## src/rtl/intctl_multi.sv

```systemverilog
// intctl_multi: multi-channel, multi-level Unibus interrupt requester.
// Channels bound to fixed levels BR4..BR7 share one bus-master port; the
// block arbitrates, runs BR/BG -> SACK -> BBSY/INTR/vector, and returns a
// one-cycle acknowledge to the serviced channel when SSYN arrives.
//
// state     | meaning
// ----------+-----------------------------------------------------------
// ST_IDLE   | no transaction; arbitrate among requesting channels
// ST_REQ    | BR asserted for the winner; deglitching the bus grant
// ST_SACK   | grant accepted, SACK asserted; waiting for the bus to go idle
// ST_MASTER | BBSY/INTR/vector driven; waiting for SSYN from the CPU
module intctl_multi #(
  parameter int          NCHAN      = 4,
  parameter logic [15:0] LEVELS     = 16'hFFFF,
  parameter int          GNTDLY     = 4,
  parameter int          ROUNDROBIN = 0
) (
  input  logic                 CLOCK,
  input  logic                 RESET,
  input  logic [NCHAN-1:0]     req_in_h,
  input  logic [6*NCHAN-1:0]   vec_in,
  input  logic                 bbsy_in_h,
  input  logic [3:0]           bg_in_l,
  input  logic                 init_in_h,
  input  logic                 ssyn_in_h,
  output logic                 bbsy_out_h,
  output logic [3:0]           br_out_h,
  output logic [15:0]          d_out_h,
  output logic                 intr_out_h,
  output logic                 sack_out_h,
  output logic [NCHAN-1:0]     ack_out_h,
  output logic                 busy_out_h
);

  localparam int CHW = (NCHAN > 1) ? $clog2(NCHAN) : 1;

  typedef enum logic [1:0] {ST_IDLE, ST_REQ, ST_SACK, ST_MASTER} state_t;

  state_t           state_q, state_d;
  logic [CHW-1:0]   ch_q, ch_d;
  logic [CHW-1:0]   rrptr_q, rrptr_d;
  logic [1:0]       lvl_q, lvl_d;
  logic [2:0]       cnt_q, cnt_d;
  logic [3:0]       br_q, br_d;
  logic             sack_q, sack_d;
  logic             bbsy_q, bbsy_d;
  logic             intr_q, intr_d;
  logic [15:0]      d_q, d_d;
  logic [NCHAN-1:0] ack_q, ack_d;

  logic [1:0]       chan_lvl [NCHAN];
  logic [NCHAN-1:0] cand;
  logic [NCHAN-1:0] match;
  logic             any_cand;
  logic [1:0]       win_lvl;
  logic [CHW-1:0]   win_ch;
  logic             req_cur;
  logic [5:0]       vec_cur;
  logic [NCHAN-1:0] ch_onehot;

  // Candidate set and winner selection; a channel whose grant line is already
  // low is skipped so a grant propagating to a downstream device is not stolen.
  always_comb begin
    logic           hi_found;
    logic [CHW-1:0] hi_ch;
    logic [CHW-1:0] lo_ch;
    hi_found = 1'b0;
    hi_ch    = '0;
    lo_ch    = '0;
    win_lvl  = 2'd0;
    for (int i = 0; i < NCHAN; i++) begin
      chan_lvl[i] = LEVELS[2*i +: 2];
      cand[i]     = req_in_h[i] & bg_in_l[LEVELS[2*i +: 2]];
    end
    any_cand = |cand;
    // Ascending scan: the last matching level is the highest one.
    for (int l = 0; l < 4; l++) begin
      for (int i = 0; i < NCHAN; i++) begin
        if (cand[i] && (chan_lvl[i] == 2'(l))) win_lvl = 2'(l);
      end
    end
    for (int i = 0; i < NCHAN; i++) begin
      match[i] = cand[i] && (chan_lvl[i] == win_lvl);
    end
    // Descending scans leave the lowest matching index in each result.
    for (int i = NCHAN - 1; i >= 0; i--) begin
      if (match[i]) lo_ch = CHW'(i);
      if (match[i] && (CHW'(i) >= rrptr_q)) begin
        hi_found = 1'b1;
        hi_ch    = CHW'(i);
      end
    end
    if (ROUNDROBIN != 0) win_ch = hi_found ? hi_ch : lo_ch;
    else                 win_ch = lo_ch;
  end

  // Per-channel views of the latched channel, built with constant indices.
  always_comb begin
    req_cur   = 1'b0;
    vec_cur   = 6'd0;
    ch_onehot = '0;
    for (int i = 0; i < NCHAN; i++) begin
      if (ch_q == CHW'(i)) begin
        req_cur      = req_in_h[i];
        vec_cur      = vec_in[6*i +: 6];
        ch_onehot[i] = 1'b1;
      end
    end
  end

  // Next-state and output-register logic; bus INIT overrides every state.
  always_comb begin
    state_d = state_q;
    ch_d    = ch_q;
    lvl_d   = lvl_q;
    cnt_d   = cnt_q;
    rrptr_d = rrptr_q;
    br_d    = br_q;
    sack_d  = sack_q;
    bbsy_d  = bbsy_q;
    intr_d  = intr_q;
    d_d     = d_q;
    ack_d   = '0;
    if (init_in_h) begin
      state_d = ST_IDLE;
      ch_d    = '0;
      lvl_d   = 2'd0;
      cnt_d   = 3'd0;
      rrptr_d = '0;
      br_d    = 4'd0;
      sack_d  = 1'b0;
      bbsy_d  = 1'b0;
      intr_d  = 1'b0;
      d_d     = 16'd0;
    end else begin
      case (state_q)
        ST_IDLE: begin
          if (any_cand) begin
            ch_d    = win_ch;
            lvl_d   = win_lvl;
            br_d    = 4'b0001 << win_lvl;
            cnt_d   = 3'd0;
            state_d = ST_REQ;
          end
        end
        ST_REQ: begin
          if (!req_cur) begin
            br_d    = 4'd0;
            state_d = ST_IDLE;
          end else if (bg_in_l[lvl_q]) begin
            cnt_d = 3'd0;
          end else if (cnt_q != 3'(GNTDLY)) begin
            cnt_d = cnt_q + 3'd1;
          end else begin
            br_d    = 4'd0;
            sack_d  = 1'b1;
            state_d = ST_SACK;
          end
        end
        ST_SACK: begin
          if (!bbsy_in_h && bg_in_l[lvl_q] && !ssyn_in_h) begin
            sack_d = 1'b0;
            if (req_cur) begin
              bbsy_d  = 1'b1;
              intr_d  = 1'b1;
              d_d     = {8'b0, vec_cur, 2'b00};
              state_d = ST_MASTER;
            end else begin
              state_d = ST_IDLE;
            end
          end
        end
        ST_MASTER: begin
          // A request drop here is deliberately ignored: the vector is on the bus.
          if (ssyn_in_h) begin
            bbsy_d  = 1'b0;
            intr_d  = 1'b0;
            d_d     = 16'd0;
            ack_d   = ch_onehot;
            rrptr_d = (ch_q == CHW'(NCHAN - 1)) ? '0 : ch_q + 1'b1;
            state_d = ST_IDLE;
          end
        end
        default: state_d = ST_IDLE;
      endcase
    end
  end

  // State and output registers.
  always_ff @(posedge CLOCK or negedge RESET) begin
    if (!RESET) begin
      state_q <= ST_IDLE;
      ch_q    <= '0;
      lvl_q   <= 2'd0;
      cnt_q   <= 3'd0;
      rrptr_q <= '0;
      br_q    <= 4'd0;
      sack_q  <= 1'b0;
      bbsy_q  <= 1'b0;
      intr_q  <= 1'b0;
      d_q     <= 16'd0;
      ack_q   <= '0;
    end else begin
      state_q <= state_d;
      ch_q    <= ch_d;
      lvl_q   <= lvl_d;
      cnt_q   <= cnt_d;
      rrptr_q <= rrptr_d;
      br_q    <= br_d;
      sack_q  <= sack_d;
      bbsy_q  <= bbsy_d;
      intr_q  <= intr_d;
      d_q     <= d_d;
      ack_q   <= ack_d;
    end
  end

  assign br_out_h   = br_q;
  assign sack_out_h = sack_q;
  assign bbsy_out_h = bbsy_q;
  assign intr_out_h = intr_q;
  assign d_out_h    = d_q;
  assign ack_out_h  = ack_q;
  assign busy_out_h = (state_q != ST_IDLE);

endmodule
```

## config.mk

```make
export PLATFORM = sky130hd
export DESIGN_NAME = intctl_multi
export DESIGN_NICKNAME = d
export VERILOG_FILES = /design/src/rtl/intctl_multi.sv
export SDC_FILE = /design/constraint.sdc
export NUM_CORES = 1
export LEC_CHECK = 0
export BUFFER_PORTS_ARGS = -buffer_cell sky130_fd_sc_hd__buf_2
export CORE_MARGIN = 2
export CORE_UTILIZATION = 48
export CTS_BUF_LIST = sky130_fd_sc_hd__clkbuf_4
export DETAILED_ROUTE_END_ITERATION = 10
export PLACE_DENSITY = 0.94
export SYNTH_ARGS = -nofsm -noshare
export SYNTH_HDL_FRONTEND = slang
export SYNTH_SLANG_ARGS = --single-unit
```

## constraint.sdc

```tcl
create_clock -name CLOCK -period 4.6 [get_ports CLOCK]
set_clock_uncertainty 0.1 [all_clocks]
set_input_delay 0.46 -clock CLOCK [delete_from_list [all_inputs] [get_ports CLOCK]]
set_output_delay 0.46 -clock CLOCK [all_outputs]
set_load 0.01 [all_outputs]
```

==> results, run 1 <==
- The flow ran to the end, but the final reports show violations.
- The final reports fail on hold timing.
- The minimum setup slack among reg-to-reg paths is 2.35 ns.
- The post-cts gate resize count is 0.
- The overall die area is 3323 um2.
- The cell count of the worst reg-to-reg path is 4.
- The initial antenna violation count is 0.
- The switching part of the total power is 28.40%.
- The total number of vias is 1,220.
- In this run, the combinational gates consume 19.5% of the power.
- The detailed-route DRC error count is 0.
- The internal portion of the total power is 0.2607 mW.
- The peak-usage layer in the global routing report is met2.
- The count of nets left with antenna violations once routing finished came out at 0.
- Along the worst path, the maximum fanout reaches 12.
- Synthesis produced a netlist whose cell count is 131.
- Summed over its instances, the top area cell type makes up about 40% of the synthesized netlist area.
- Summed over all cells, the static leakage comes to 0.8123 nW.
- The total I/O pin count is 65.
- The global route total overflow is 0.
- The pin count of the biggest net entering global routing is 23.
- For this run, global-route usage on met2 was measured as 33.77%.
- The buffer levels on the longest clock path is 2.
- From synthesis to final layout, the design area changed by 16.39%.
- The max-slew violation total from the final report came to 0.
- The routed design has 3177 um of wire.
- Setup repair after global routing left no endpoint under its margin.
- The overall power is roughly 0.36 mW.
- Summing all placed instances gives a cell area of approximately 1600 um2.
- The congestion estimate from routability-driven global placement came to 0.8457.
- Dividing total power by cell area gives a power density of 226.5 nW/um2.
- Summing all non-filler instances in the final layout gives an area of 1608 um2.
- Data on the critical path is required at its endpoint by 4.67 ns.
- The worst register-to-register path ends at state_q[0].
- The wire length per cell after detailed routing is around 15 um.
- The final layout contains 217 nets.
- The total number of placement rows is 19.
- The floorplan step set the die width to between 50 and 60 um.
- The core region area is 2734 um2.
- Counting flops with a built-in enable in the synthesized netlist gives 0.
- The clock input transition at the sequential cells of the worst setup and hold paths is 0.12 ns.
- The nature of the critical path startpoint is a flop.
- The dominant synthesized flop cell is dfrtp_1.
- Counting the fill cells in the layout gives 238.
- Summed over all nets, the switching power comes to a little over 0.1 mW.
- Across the run, the number of max-cap violations was 0.
- For the worst-skew pair, the clock arrives at the later sink with an insertion delay of 0.30 ns.
- The commonest cells after synthesis are dfrtp_1, buf_4, nor2_1, inv_1, nand2_1.
- The part of the total power dissipated in the clock network is 24.1%.
- Final hold analysis gives a worst-case slack of -0.009081 ns.
- The shortest period the worst path allows is 2.246 ns.
- The share of the Yosys chip area taken by registers is 39.86%.
- The clock drives 22 sinks.
- Yosys attributes the largest share of cell area to dfrtp_1, mux4_2, buf_4, a32o_1, nor2_1.
- The slew at the pin closest to its max-slew limit is 0.5375 ns.
- The proportion of synthesized flip-flops having asynchronous set or reset is 100.0%.
- The total routing usage reported by global routing is 19.54%.
- The first detailed-routing pass took 4 iterations.
- The hold violation total from the final report was 22.
- After synthesis, the mean cell area works out to 10.54 um2.
- In this run, synthesis produced a sequential element count of 22.
- Sequential cells account for between 50% and 60% of the total power.
- The startpoint of the worst-slack reg-to-reg timing path is ch_q[0].
- In the final layout, the share of cells above drive strength 1 is 38.98%.
- In the routed layout, each cell is associated on average with a via count of about 5.9.
- In the final layout, the multi-input gates occupy a little over 700 um2.
- The final cycle utilization of the critical path is 48.83%.
- The unique cell type count in the Yosys netlist is between 40 and 50.
- The number of global-route vias before repair is 1,054.
- The CTS tree is done.
- The worst pin sits at a relative slew slack of 64.17%.
- In the global route stage, met3 resource usage came out at 1.339%.
- The critical path arrival is 2.31 ns.
- The cell at the root of the clock tree is clkbuf_4.
- Yosys instantiated no cell more often than dfrtp_1.
- The die is 57.65 um tall.
- The total negative setup slack is 0 ns.
- The synthesized design spends more area on one cell type than any other, namely dfrtp_1.
- The worst ir drop on vdd is between 0.00015 and 0.0002 V.
- Setup violations remaining at the end of the flow were counted as 0.
- In this run the number of H-tree levels came out at 1.
- The worst hold-check path type is input pin to asynchronous set/reset pin.
- The cell area after synthesis is 1381 um2.
- The initial core utilization is between 50% and 60%.
- The critical path is of the flop to flop type.
- The nature of the critical path endpoint is a flop.
- The initial detailed-routing violation count is roughly 80.
- The count of buffers added by post-CTS timing repair for setup is 0.
- The hold-fix buffer count after cts is 0.
- The number of buffers created by CTS is 3.
- The total inserted antenna cells is 0.
- The register cell area after layout is 550.5 um2.
- The met1 track demand over resource in global routing is 25.84%.
- The detailed placement HPWL is 2458 um.
- The count of yosys warnings during synthesis is 0.
- The wire length of the first global-routing pass is 4940 um.
- In this run the tool buffered the top-level ports with 50 buffer cells.
- Based on the critical path, the design can be clocked at up to 0.4452 GHz.
==> how the worst max path moves through the flow <==
stage	startpoint	endpoint	cells after the start
2_1_floorplan	req_in_h[3]	state_q[0]	5
4_1_cts	ch_q[0]	state_q[0]	4
3_5_place_dp	ch_q[0]	state_q[0]	4
3_3_place_gp	ch_q[0]	state_q[0]	4
5_1_grt	ch_q[0]	state_q[0]	4
6_report	ch_q[0]	state_q[0]	4
==> cells by family after synthesis <==
kind of cell    after synthesis  share of synthesized area (%)
compound gates               30                          17.21
fa+ha+maj                     2                          1.811
buf+inv                      27                          11.59
flops                        22                          39.86
mux                          12                          15.31
other cells                   1                         0.2715
simple gates                 37                          13.95
==> per-layer routing <==
metal	wire length [um]	vias to the layer above
met3	202	10
li1	-	556
met1	1150	593
met5	0	-
met2	1741	61
met4	82	0
==> power by group through the flow <==
stage,logic (mW),clock network (mW),registers (mW)
5_1_grt,0.0777,0.100,0.206
3_3_place_gp,0.0678,0,0.209
3_5_place_dp,0.0706,0,0.209
4_1_cts,0.0710,0.0907,0.205
6_report,0.0710,0.0877,0.205
2_1_floorplan,0.0538,0,0.204
==> cell usage in the layout, fill, tap and decap left out, drive strengths merged, types with 2 or more instances in the layout <==
cell type | synthesis | layout
a211oi | 3 | 3
a21oi | 5 | 5
a31oi | 3 | 3
a32o | 6 | 6
and3 | 2 | 2
buf | 16 | 50
clkbuf | 3 | 3
conb | 1 | 12
dfrtp | 22 | 22
ha | 2 | 2
inv | 8 | 8
mux2 | 3 | 3
mux2i | 2 | 2
mux4 | 7 | 7
nand2 | 8 | 8
nand3 | 3 | 3
nand4 | 3 | 3
nor2 | 10 | 10
nor2b | 2 | 2
nor3 | 2 | 2
o21ai | 3 | 3
==> worst max-delay path, stage by stage, from the launching register on <==
cell and delay [ns]:
dfrtp_1 0.70, mux4_2 0.66, and3_1 0.29, a211oi_1 0.27, a211oi_1 0.09
==> flip-flops by register name, indices dropped and copies added, names as in the netlist <==
name and count:
ch_q 2, lvl_q 1, cnt_q 3, intr_out_h 1, ack_out_h 4, sack_out_h 1, d_out_h 6, br_out_h 2
state_q 2
==> stage by stage <==
step	worst slack [ns]	cells	util, %
after floorplan	2.808	142	-
after global placement	2.404	204	57.85
after detailed placement	2.381	204	57.85
after CTS	2.362	208	58.81
after global routing	2.207	208	58.81
final	2.354	208	58.81
==> layout make-up <==
class / count / share of cell area (%)
clock buffer: 3 / 1.401
clock inverter: 1 / 0.2335
inverter: 8 / 1.868
multi-input combinational: 93 / 44.28
timing repair buffer: 50 / 15.56
sequential: 22 / 34.24
tap: 31 / 2.412
(Power assumes the default switching activity.)
==> inputs of run 2 (changes only) <==
Settings changed: ABC_AREA from default to 1, PLACE_DENSITY 0.94 to 0.92.
Clock period 4.6 ns to 2.1 ns, I/O delays scaled along.
==> run 2 against run 1 <==
- the run now ends clean
- maximum frequency up 33%
- final cell count up 45%
- core utilization up 0.98 points
- first-iteration DRC count up 35%
- largest power group is now combinational logic
==> results, run 2 <==
- The flow ran to the end, and the final reports show no timing, DRC or antenna violations.
- The global placement routability congestion is a little under 0.9.
- The clock drives 22 sinks.
- The area added between synthesis and finish is 18.61%.
- The worst register-to-register path ends at d_out_h[2].
- The largest stage delay on the critical path is approximately 0.58 ns.
- Sorting the synthesized cells by area gives the leading types as dfrtp_1, nand2_1, buf_4, nand3_1, o21ai_0.
- Global routing finished with a remaining overflow of 0.
- The critical setup path kind is flop to flop.
- After detailed placement, the total cell area comes to 1748 um2.
- The antenna violation net count after detailed routing is 0.
- In the layout the commonest cells are nand2_1, buf_2, dfrtp_1, nand3_1, o21ai_0.
- Counting instances, the worst hold path has a depth of 2.
- The number of H-tree levels is 1.
- The buffer levels on the longest clock path is 2.
- The die extent in x is 60.39 um.
- The leading cell type in the layout, fill and taps excluded is nand2_1.
- The hold violation total from the final report came to 0.
- The final layout contains 298 nets.
- The max-slew violation total from the final report was 0.
- Global routing consumed, over all layers together, 19.18% of the routing resources.
- The total negative setup slack is 0 ns.
- Dividing the synthesized area by the synthesized cell count gives between 7 and 8 um2.
- Counting I/O delays and the setup requirement, the final critical path takes 1.695 ns.
- The total of endpoints with negative setup slack in the final report is 0.
- The number of filler instances in the final layout is 275.
- STA classifies the critical path startpoint as a flop.
- The final standard cell utilization of the core is between 50% and 60%.
- The minimum setup slack among reg-to-reg paths is 0.41 ns.
- The wire length per cell after detailed routing is 11.23 um.
- Setup repair after global routing left no endpoint under its margin.
- The wire length of the first global-routing pass is 5264 um.
- The floorplan step defined a die boundary enclosing 3647 um2.
- The final instance area is between 1500 and 2000 um2.
- Buffers placed on the I/O ports in this run total 50.
- The maximum operating frequency is 0.5900 GHz.
- The portion of the post-synthesis area used by sequential elements is 36.07%.
- The cell count of the worst reg-to-reg path is 9.
- The final wirelength is 3390 um.
- After synthesis, the largest area contributor takes up 36.07% of total cell area.
- Yosys mapped a number of flops with a built-in enable equal to 0.
- Gates resized during post-CTS repair numbered 0.
- The origin of the worst min-delay path is init_in_h.
- The vertical extent of the die is 60.39 um.
- The most used flip-flop cell after synthesis is dfrtp_1.
- The number of buffers created by CTS is 3.
- The initial detailed-routing violation count is 107.
- The cell area after synthesis is 1526 um2.
- The core region area is 3028 um2.
- The total inserted antenna cells is 0.
- The number of global-route vias before repair was between 1,000 and 1,500.
- During I/O placement, the number of pins put on the boundary was 65.
- The final cycle utilization of the critical path is 80.71%.
- The final route contains between 1,000 and 1,500 vias.
- Using the TritonRoute via totals, the vias-per-cell ratio works out to about 4.8.
- The register with the most flip-flops in the layout has 6 of them.
- At the later pin of the worst-skew pair, clock insertion delay measures 0.32 ns.
- The pin count of the biggest net entering global routing is 23.
- In this run the worst path has a maximum fanout of 11.
- Clock tree synthesis selected as its root buffer the cell clkbuf_4.
- The initial antenna violation count is 0.
- The critical path arrival is around 1.8 ns.
- The floorplan has 20 rows.
- Traced cell by cell, the critical path runs through inv_2, nand3b_2, nand3_2, nand2_2, nand2_2, nand2_2, nand2_4, nand2_1, nand2_1.
- On the critical path the largest part of the delay comes from simple AND/OR/NAND/NOR gates.
- Among all stages on the critical path, the largest delay is contributed by dfrtp_1.
- The tool flagged a number of max-cap violations equal to 0.
- Counting both buffers and inverters, the worst setup path holds a total of 1.
- The library cell with the highest instance count after synthesis is nand2_1.
- The count of yosys warnings during synthesis is 0.
- The total number of cells along the worst setup path is 9.
- The cell occurring most often along the worst timing path is nand2_2.
- VDD sags by at most just under 0.0005 V.
- The required time of the critical path is 2.23 ns.
- The detailed placement HPWL is 2644 um.
- TritonCTS built the clock tree.
- The share of post-route cells with drive strength above 1 is approximately a third.
- The standby leakage power is 1.036 nW.
- The clock input transition at the sequential cells of the worst setup and hold paths is 0.13 ns.
- The startpoint of the worst setup timing path is ch_q[0].
- The number of hold buffers added after CTS was 1.
- The largest area contributor in the synthesized netlist is dfrtp_1.
- The worst hold-check path type is input pin to flop.
- In this run the post-CTS setup repair buffer count came out at 0.
- The netlist uses 29 different library cells.
- In the routed design, unresolved DRC markers number 0.
- The worst-case hold path end point is lvl_q[0].
- The initial core utilization is 50.41%.
- For this design the ratio of total power to cell area is 867.5 nW/um2.
- Counting flops and latches in the post-synthesis netlist gives 22.
- The commonest cells after synthesis are nand2_1, dfrtp_1, nand3_1, o21ai_0, inv_1.
- The cell count after synthesis is roughly 210.
- The startpoint of the worst-slack reg-to-reg timing path is ch_q[0].
- For this run, asynchronously set or reset flops after synthesis account for 100.0%.
- The worst setup path is captured at a flop.
- The number of detailed-route iterations in the first pass is 4.
## run 2: where the power goes
group / total (mW) / leakage [nW] / internal [mW] / switching (mW)
logic: 0.651 / 0.711 / 0.235 / 0.416
clock network: 0.333 / 0.0279 / 0.193 / 0.140
registers: 0.586 / 0.297 / 0.506 / 0.0804
total: 1.57 / 1.04 / 0.934 / 0.637
## run 2: area by class of cell
type	count	area, um2	area share [%]
Inverter	23	86.33	4.768
Clock inverter	1	30.03	1.659
Multi-Input combinational cell	157	798.3	44.09
Tap cell	44	55.05	3.041
Timing Repair Buffer	52	267.8	14.79
Clock buffer	3	22.52	1.244
Sequential cell	22	550.5	30.41
## run 2: cell families after synthesis
family                   share of synthesized area (%)
AO/OA/AOI/OAI                                    11.64
other                                           0.2457
buffers and inverters                            14.34
flip-flops                                       36.07
adder cells (fa/ha/maj)                          1.639
XOR/XNOR                                        0.5739
AND/OR/NAND/NOR                                  35.49
## run 2: how the worst max path moves through the flow
stage,endpoint,slack [ns]
global placement,d_out_h[2],0.46
detailed placement,d_out_h[2],0.43
CTS,d_out_h[2],0.40
floorplan,cnt_q[0],0.73
global route,d_out_h[6],0.23
finish,d_out_h[2],0.41
## run 2: per-stage QoR
step | hold WS, ns | cells | worst slack, ns | total power, mW
5_1_grt | 0.04454 | 302 | 0.2286 | 1.696
6_report | 0.05353 | 302 | 0.4051 | 1.571
3_3_place_gp | 0.09418 | 297 | 0.4621 | 1.220
3_5_place_dp | 0.1033 | 297 | 0.4285 | 1.242
4_1_cts | 0.03741 | 302 | 0.4032 | 1.581
2_1_floorplan | -0.1856 | 219 | 0.7350 | 1.073
## run 2: routing by layer
| metal | track usage (%) | up-vias | wire (um) |
|---|---|---|---|
| met5 | 0 | - | 0 |
| met2 | 34.47 | 59 | 1629 |
| met1 | 23.39 | 641 | 1444 |
| li1 | - | 756 | - |
| met3 | 4.264 | 6 | 281 |
| met4 | 4.444 | 0 | 35 |
==> inputs of run 3 (changes only) <==
Settings changed: CORE_UTILIZATION 48 to 44, PLACE_DENSITY 0.92 to 0.9.
Clock period 2.1 ns to 1.48 ns, I/O delays scaled along.
==> run 3 against run 2 <==
- maximum frequency rose by 16%
- die area rose by 8.5%
- global-route usage rose by 0.22 points
- design area rose by 12%
- largest power group unchanged
- first-iteration DRC count fell by 9.3%
- register-to-register slack got worse by 0.38 ns
- sequential power rose by 40%
- critical path type unchanged
- via count rose by 8.5%
- highest routed layer unchanged
- clock-buffer cell count did not move
- flip-flop and latch count did not move
- non-clock buffer count rose by 17
==> results, run 3 (synthesis gave the netlist of run 2 again) <==
- The detailed placement HPWL is 2876 um.
- Timing would allow up to 0.6861 GHz.
- The initial core utilization is 45.74%.
- STA classifies the critical path startpoint as a flop.
- After detailed routing, the number of vias per cell comes to a little under 5.
- The instance area at placement is 1818 um2.
- The initial detailed-routing violation count is 97.
- The final hold slack is 0.06991 ns.
- The initial antenna violation count was 0.
- The shortest period the worst path allows is 1.458 ns.
- At the placement stage, the worst setup path has a slack of -0.04678 ns.
- The max-slew violation total from the final report is 0.
- VDD sags by at most between 0.0004 and 0.0005 V.
- The global route total overflow is 0.
- Dividing total power by cell area gives a power density of 1249 nW/um2.
- In this run the worst path has a maximum fanout of 7.
- For this run, design rule violations remaining after detail routing come to 0.
- 65 I/O pins were placed.
- The total number of vias is between 1,500 and 2,000.
- Across all setup checks in the final design, the least slack found is 0.02246 ns.
- The number of clock sinks is 22.
- The startpoint identified for the worst register-to-register timing path is state_q[1].
- The die extent in x is 62.90 um.
- The worst hold path begins at req_in_h[2].
- The critical path arrival is approximately 1.6 ns.
- Entering global routing, the biggest net connects 23 pins.
- The worst hold path terminates at ch_q[0].
- The critical setup path kind is flop to flop.
- The buffer levels on the longest clock path is 2.
- The library cells used most frequently in the layout, excluding fill and tap cells, are nand2_1, buf_2, nand3_1, dfrtp_1.
- The quantity of I/O buffers inserted on ports is 50.
- In the final routed layout, each cell accounts on average for 12.47 um.
- For the worst-skew pair, the clock arrives at the later sink with an insertion delay of 0.33 ns.
- The antenna violation net count after detailed routing is 0.
- Across the run, the number of max-cap violations was 0.
- The core region area is 3337 um2.
- The wire length of the first global-routing pass is 6161 um.
- The hold violation total from the final report came to 0.
- After routing the design area is ~2000 um2.
- Setup slack on the worst reg-to-reg path comes out at 0.02 ns.
- The repair_antennas step left the layout with diodes totalling 0.
- The leading cell type in the layout, fill and taps excluded is nand2_1.
- The cell depth of the worst min-delay path is 4.
- The final cycle utilization of the critical path is 98.48%.
- The cell at the root of the clock tree is clkbuf_4.
- Setup violations remaining at the end of the flow were counted as 0.
- The cell count of the worst reg-to-reg path is 7.
- The nature of the critical path endpoint is a flop.
- The standby leakage power is about 1.1 nW.
- The floorplan has 21 rows.
- The required time of the critical path is 1.65 ns.
- The number of global-route vias before repair is 1,472.
- In this run the number of H-tree levels came out at 1.
- The die is ~63 um tall.
- The post-route netlist has 41.45% of its cells at a drive strength greater than 1.
- The number of detailed-route iterations in the first pass is 4.
- After detailed routing, the total wire length is 4002 um.
- The total routing usage reported by global routing is 19.40%.
- The flip-flop count of the largest register after layout is 6.
- The CTS tree is done.
- The number of buffers created by CTS is 3.
- Setup repair after global routing could not meet its margin everywhere.
- The global placement routability congestion is 0.8984.
- Compared with the post-synthesis result, the final layout area differs by 33.03%.
- The overall die area is 3956 um2.
- In this run the worst hold path is classified as input pin to flop.
- The capture point of the worst reg-to-reg path is d_out_h[4].
- The clock input transition at the sequential cells of the worst setup and hold paths is 0.13 ns.
- The flow ran to the end, and the final reports show no timing, DRC or antenna violations.
- At the end of the flow, the number of nets in the layout was 315.
## run 3: cell types whose count changed in the layout (fill, tap and decap cells not counted), moves of 3 or more
cell,change
buf_4,+14
o21ai_0,-10
o21ai_1,+9
nand2_1,-7
nand2_2,+6
buf_6,+3
inv_1,-3
inv_2,+3
## run 3: through the flow
stage	total power [mW]	cells	util [%]	setup TNS [ns]
3_3_place_gp	1.814	308	54.48	0
5_1_grt	2.718	321	60.85	-0.6193
3_5_place_dp	1.844	308	54.48	-0.04930
2_1_floorplan	1.522	219	-	0
6_report	2.537	321	60.85	0
4_1_cts	2.326	314	56.96	0
## run 3: where the power goes
group	switching (mW)	total (mW)	leakage [nW]	internal, mW
Combinational	0.729	1.24	0.817	0.515
Clock	0.198	0.473	0.0279	0.274
Sequential	0.102	0.821	0.294	0.719
## run 3: critical path: stages (launching register included)
cell	delay (ns)
dfrtp_1	0.46
nand2_1	0.11
inv_1	0.08
nor2_4	0.21
o21ai_1	0.11
a21oi_1	0.15
nand3_1	0.11
nand2_1	0.08
## run 3: worst max-delay path by stage
stage	start	end	slack, ns	cells past startpoint
after CTS	ch_q[1]	d_out_h[4]	0.003	7
after global routing	state_q[1]	cnt_q[1]	-0.07	11
after detailed placement	ch_q[1]	d_out_h[4]	-0.05	8
after floorplan	state_q[1]	cnt_q[0]	0.11	10
after global placement	ch_q[1]	d_out_h[4]	0.04	8
final	state_q[1]	d_out_h[4]	0.02	7
## run 3: repair_timing
action,CTS,global route
resized for setup,4,34
endpoints found under the hold margin,23,0
gates cloned,0,0
pin swaps,0,13
buffers inserted,0,7
endpoints found under the setup margin,5,16
hold buffers,2,0
## run 3: cell type report
cell class,count,area (um2)
fill,297,1306
multi-input combinational,157,862.1
sequential,22,553.0
timing repair buffer,69,411.6
inverter,23,93.84
tap,46,57.56
clock inverter,1,30.03
clock buffer,3,22.52
## run 3: layer usage
| layer | GRT usage [%] | up-vias | share of wire [%] |
|---|---|---|---|
| met1 | 22.97 | 717 | 41 |
| li1 | - | 791 | - |
| met5 | 0 | - | 0 |
| met4 | 6.389 | 0 | 1.6 |
| met3 | 3.784 | 7 | 6.0 |
| met2 | 34.84 | 71 | 51 |
